[src/rtl/mult_iter_sched.sv]
// mult_iter_sched: round-robin shared shift-add multiplier (req0/req1 valid-ready in, out valid-ready with id and N+M-bit product)
module mult_iter_sched #(
  parameter int N = 8,
  parameter int M = 4
) (
  input  logic         clk,
  input  logic         rst,
  input  logic         req0_valid,
  input  logic [N-1:0] req0_a,
  input  logic [M-1:0] req0_b,
  output logic         req0_ready,
  input  logic         req1_valid,
  input  logic [N-1:0] req1_a,
  input  logic [M-1:0] req1_b,
  output logic         req1_ready,
  output logic         out_valid,
  output logic         out_id,
  output logic [N+M-1:0] out_result,
  input  logic         out_ready
);
  localparam int W = N + M;
  localparam int CW = M > 1 ? $clog2(M) : 1;
  localparam logic [1:0] IDLE = 2'd0, RUN = 2'd1, DONE = 2'd2;
  logic [1:0] state;
  logic [W-1:0] mcand, acc, acc_next;
  logic [M-1:0] mplier;
  logic [CW-1:0] cnt;
  logic id, last, gnt, accept;
  always_comb begin
    gnt = (req0_valid && req1_valid) ? !last : req1_valid;
    req0_ready = state == IDLE && req0_valid && !gnt;
    req1_ready = state == IDLE && req1_valid && gnt;
    accept = req0_ready || req1_ready;
    acc_next = acc + (mplier[0] ? mcand : '0);
  end
  always_ff @(posedge clk or posedge rst) begin
    if (rst) begin
      state <= IDLE;
      mcand <= '0;
      mplier <= '0;
      acc <= '0;
      cnt <= '0;
      id <= 1'b0;
      last <= 1'b1;
      out_valid <= 1'b0;
      out_id <= 1'b0;
      out_result <= '0;
    end else if (state == IDLE) begin
      if (accept) begin
        mcand <= gnt ? {{M{1'b0}}, req1_a} : {{M{1'b0}}, req0_a};
        mplier <= gnt ? req1_b : req0_b;
        acc <= '0;
        cnt <= '0;
        id <= gnt;
        last <= gnt;
        state <= RUN;
      end
    end else if (state == RUN) begin
      acc <= acc_next;
      mcand <= mcand << 1;
      mplier <= mplier >> 1;
      cnt <= cnt + 1'b1;
      if (cnt == CW'(M - 1)) begin
        out_result <= acc_next;
        out_id <= id;
        out_valid <= 1'b1;
        state <= DONE;
      end
    end else if (out_valid && out_ready) begin
      out_valid <= 1'b0;
      state <= IDLE;
    end
  end
endmodule

[config.mk]
export PLATFORM = sky130hd
export DESIGN_NAME = mult_iter_sched
export DESIGN_NICKNAME = d
export VERILOG_FILES = /design/src/rtl/mult_iter_sched.sv
export SDC_FILE = /design/constraint.sdc
export NUM_CORES = 1
export LEC_CHECK = 0
export ABC_AREA = 1
export BUFFER_PORTS_ARGS = -buffer_cell sky130_fd_sc_hd__buf_2
export CORE_ASPECT_RATIO = 0.7
export CORE_UTILIZATION = 30
export CTS_CLUSTER_DIAMETER = 30
export DETAILED_ROUTE_END_ITERATION = 6
export GPL_ROUTABILITY_DRIVEN = 1
export PLACE_DENSITY_LB_ADDON = 0.12
export SLEW_MARGIN = 30
export SYNTH_ARGS = -nofsm -noshare
export SYNTH_HDL_FRONTEND = slang
export SYNTH_SLANG_ARGS = --single-unit
[constraint.sdc]
create_clock -name clk -period 2.9 [get_ports clk]
set_clock_uncertainty 0.1 [all_clocks]
set_input_delay 0.435 -clock clk [delete_from_list [all_inputs] [get_ports clk]]
set_output_delay 0.435 -clock clk [all_outputs]
set_load 0.005 [all_outputs]
Word-level counts from Yosys, hierarchy flattened
Index checks and enable logic that the tools add are counted.

Logic and storage cells: 60. Memories: 0. Bits in read-only memories: 0. Latch bits: 0. RAM bits: 0. Bits in registers: 48. Output and inout port bits: 16.

Bitwise operators: 1. Eq/ne operators: 5. Order comparisons: 0. Shifts and indexed selects: 0. Muxes and demuxes: 24. Add/sub/neg operators: 2. Divide/modulo/power cells: 0. Reduce and logical (&&, ||, !) cells: 18. Multipliers: 0.

Operator list (number): 12-bit 2-to-1 mux (7); 2-bit 2-to-1 mux (8); 4-bit 2-to-1 mux (4); 12-bit adder (1); 3-bit AND reduction (3); 8-bit 2-to-1 mux (1); 1-bit logical AND (6); 1-bit 2-to-1 mux (4); 2-bit AND reduction (2); 2-bit nonzero test (2); 3-bit by 2-bit != test with 1-bit output, second input constant (1); 3-bit nonzero test (1); 2-bit by 1-bit adder with 2-bit output, second input constant (1); 2-bit by 1-bit == test with 1-bit output, second input constant (1); 2-bit == test, second input constant (1); 1-bit zero test (2); 2-bit zero test (1); 2-bit by 1-bit != test with 1-bit output, second input constant (1); 2-bit != test, second input constant (1); 1-bit logical OR (1); 1-bit NOT (1).

Logic depth before layout (Yosys ltp)
Depth in word-level cells: 7. Gate-level depth with buffers: 13.

Worst setup path before layout
OpenSTA, ideal clock, no wires.

Path type: register -> register. Start point: reg mplier[0]. End point: reg acc[6]. Slack: 867 ps. Data arrival time: 1816 ps. Period minus slack after synthesis: 2033 ps. Required time: 2683 ps. Cell stages (with the launch flop): 12. Buffers on the path: 1. Cell sequence: dfrtp_1 clkbuf_1 nand2_1 inv_1 fa_1 nand2_1 nand3_1 nand3_1 nand2_1 or2_2 nand3_1 nand2_1.

Longest elaborated chain between the ends: 4.

Ends and longest elaborated chain: start: declaration (RTL line 26) `logic [M-1:0] mplier;`; start signal: assignment (RTL line 51) `mplier <= gnt ? req1_b : req0_b;`; start signal: assignment (RTL line 61) `mplier <= mplier >> 1;`; 12-bit 2-to-1 mux (RTL line 34) `acc_next = acc + (mplier[0] ? mcand : '0);`; 12-bit adder (RTL line 34); 12-bit 2-to-1 mux (RTL line 58) `end else if (state == RUN) begin`; 12-bit 2-to-1 mux (RTL line 48) `end else if (state == IDLE) begin`; end signal: assignment (RTL line 59) `acc <= acc_next;`; end: declaration (RTL line 25) `logic [W-1:0] mcand, acc, acc_next;`.

No other way between the ends. The select of a mux whose other input is x is not followed. A chain may end at the register's enable or synchronous reset.

Final worst setup path
Start point: reg mplier[0]. End point: reg out_result[6].

Longest elaborated chain between the ends: 2.

Ends and longest elaborated chain: 12-bit 2-to-1 mux (RTL line 34); 12-bit adder (RTL line 34); end signal: assignment (RTL line 64) `out_result <= acc_next;`; end: declaration (RTL line 18) `output logic [N+M-1:0] out_result,`.

No other way between the ends.

==> out/results.ini <==
[outcome]
outcome = complete, no violations

[synthesis]
yosys_warnings = 0
postSynthAreaPerCell_um2 = 7.50
yosysUniqueCellTypes = 32
synth_area_um2 = 2830
synth.net_count = 420
synth_top_area_share = 0.415
synth_top_area_cell = dfrtp_1
synth-edff-count = 0
yosys-top-cells-area = dfrtp_1, nand2_1, inv_1
ys_seq_elements = 48
ys_seq_area_frac = 0.424
netlist_instances = 378
synth.most_common_cell = nand2_1
yosys-top-cells-count = nand2_1, dfrtp_1, inv_1, nor2_1
synth-main-ff-cell = dfrtp_1
ys_async_sr_fraction = 1.00

[floorplan]
ios = 45
die-area_um2 = 9850
initial_core_util = 0.311
die_w_um = 118
chipHeight_um = 83.3
core-area_um2 = 9110
rows = 29

[critical_path]
startpoint_type = register
required_ns = 2.99
path_max_fanout = 13
crit_arrival_ns = 2.40
path_class = register to register
endpoint_kind = register

[drt]
wl_mm = 6.89
dr.first_iter.drc_count = 194
drc = 0
via_count = 2447
vias_per_cell = 4.47
first_pass_iters = 4
wl_per_cell_um = 12.6
drtAntennaViolNets = 0

[sta]
finalMaxSlewViolations = 0
fin_crit_sh = 0.797
worst_pin_slew_ns = 0.474
hold_viol = 0
fin_crit_ns = 2.31
rsz0062_at_grt = no
setup_viol = 0
fin_setup_tns_ns = 0
fmax_mhz = 433
slew_headroom = 0.683

[finish]
antenna_cells = 0
nNetsFinal = 464
drive_above_1_share = 0.177
area_growth_pct = 16.3

[cts]
numCtsBuffers = 5
cts-root-buf = clkbuf_16
cts.reportedPaths.clkPinSlew_ns = 0.07
clock_latency_ns = 0.30
cts_tree = done
clock_sinks = 48
ctsResizeCount = 0
cts_htree_levels = 2
clk_path_buf_depth = 2
post-cts-setup-buffers = 0
postCtsHoldBufs = 0

[global_route]
grt_max_degree = 29
antenna_found_initial = 0
grt_pass1_vias = 2423
grt_usage = 0.155
overflow = 0
grt_pass1_wl_mm = 11.9

[pwr]
p_leak_nw = 1.84
power_mw = 3.49
peakVddDrop_uv = 492
power_density_nw_per_um2 = 1060

[place]
port_buffers = 44
place_congestion = 0.845
dpl.hpwl_mm = 5.20

[min_path]
hp-class = input pin to async pin

[job]
max_cap_violations = 0

through the flow:
| step | setup WS (ns) | hold slack [ns] | cells | area, um2 | util |
|---|---|---|---|---|---|
| 2_1_floorplan | 0.867 | 0.343 | 378 | 2830 | - |
| 3_3_place_gp | 0.658 | 0.362 | 539 | 3150 | 0.346 |
| 3_5_place_dp | 0.616 | 0.365 | 539 | 3150 | 0.346 |
| 4_1_cts | 0.588 | 0.0831 | 547 | 3300 | 0.362 |
| 5_1_grt | 0.435 | 0.104 | 547 | 3300 | 0.362 |
| 6_report | 0.589 | 0.0668 | 547 | 3300 | 0.362 |
worst max-delay path: stages (launching register included):
cell and delay [ns]:
dfrtp_1 0.51, nand2_1 0.12, inv_1 0.04, ha_1 0.21, fa_1 0.43, nand2_1 0.08, nand3_1 0.11, nand3_1 0.09
nand2_1 0.07, or2_2 0.29, nand3_1 0.07, nand2_1 0.06
power breakdown:
part	total, mW	internal (mW)	switching, mW
registers	1.17	0.960	0.206
logic	1.74	0.633	1.11
clock network	0.584	0.322	0.263
path summary, 6_finish.rpt:
kind / slack (ns) / start / cells past startpoint / to
hold / removal: 0.07 / rst / 3 / id
setup / recovery: 0.59 / mplier[0] / 11 / out_result[6]
hold reg to reg: 0.38 / out_result[9] / 2 / out_result[9]
max in group asynchronous: 2.31 / rst / 3 / acc[3]
min in group clk: 0.30 / out_ready / 4 / out_valid
setup reg to reg: 0.59 / mplier[0] / 11 / out_result[6]
flip-flops by register name (all words and copies together), names as in the netlist:
register / cells
out_result: 12
last: 1
out_id: 1
out_valid: 1
id: 1
cnt: 2
state: 2
mplier: 4
mcand: 12
acc: 12
cell families after synthesis:
kind of cell / share of synthesized area
AOI/OAI and AO/OA: 0.107
xor gates and xnor gates: 0.0155
adders and majority gates: 0.0600
buffers and inverters: 0.0963
DFF: 0.424
and+or+nand+nor: 0.297
cell type report:
type / instances / area (um2)
timing repair buffer: 48 / 250
sequential: 48 / 1200
multi-input combinational: 271 / 1360
tap: 124 / 155
fill: 975 / 5810
clock inverter: 2 / 16.3
clock buffer: 6 / 129
inverter: 48 / 185
metal layers:
layer | global-route usage | routed length (um)
met1 | 0.234 | 3680
met2 | 0.215 | 2740
met3 | 0.0309 | 402
met4 | 0.0524 | 70
met5 | 0 | 0
cells in the final DEF, fill, tap and decap left out:
master,instances
clkbuf_1,1
inv_1,44
nor2_4,2
dfrtp_1,47
o22ai_1,3
xor2_1,5
nand3_1,24
dfstp_2,1
buf_2,44
nand3_2,2
a22oi_1,1
buf_4,4
clkinv_4,1
inv_2,3
nand2_1,113
nand4_1,3
clkinvlp_4,1
or2_2,3
ha_1,12
nor2_1,45
nor2_2,1
a22o_1,1
a31oi_2,2
nor3_2,1
inv_6,1
a21oi_1,24
o21ai_0,23
nand3b_1,1
nand2_4,1
nand2_2,2
fa_1,1
clkbuf_16,5
o21ai_2,1
Note: power is estimated with default switching activity, not from simulation.
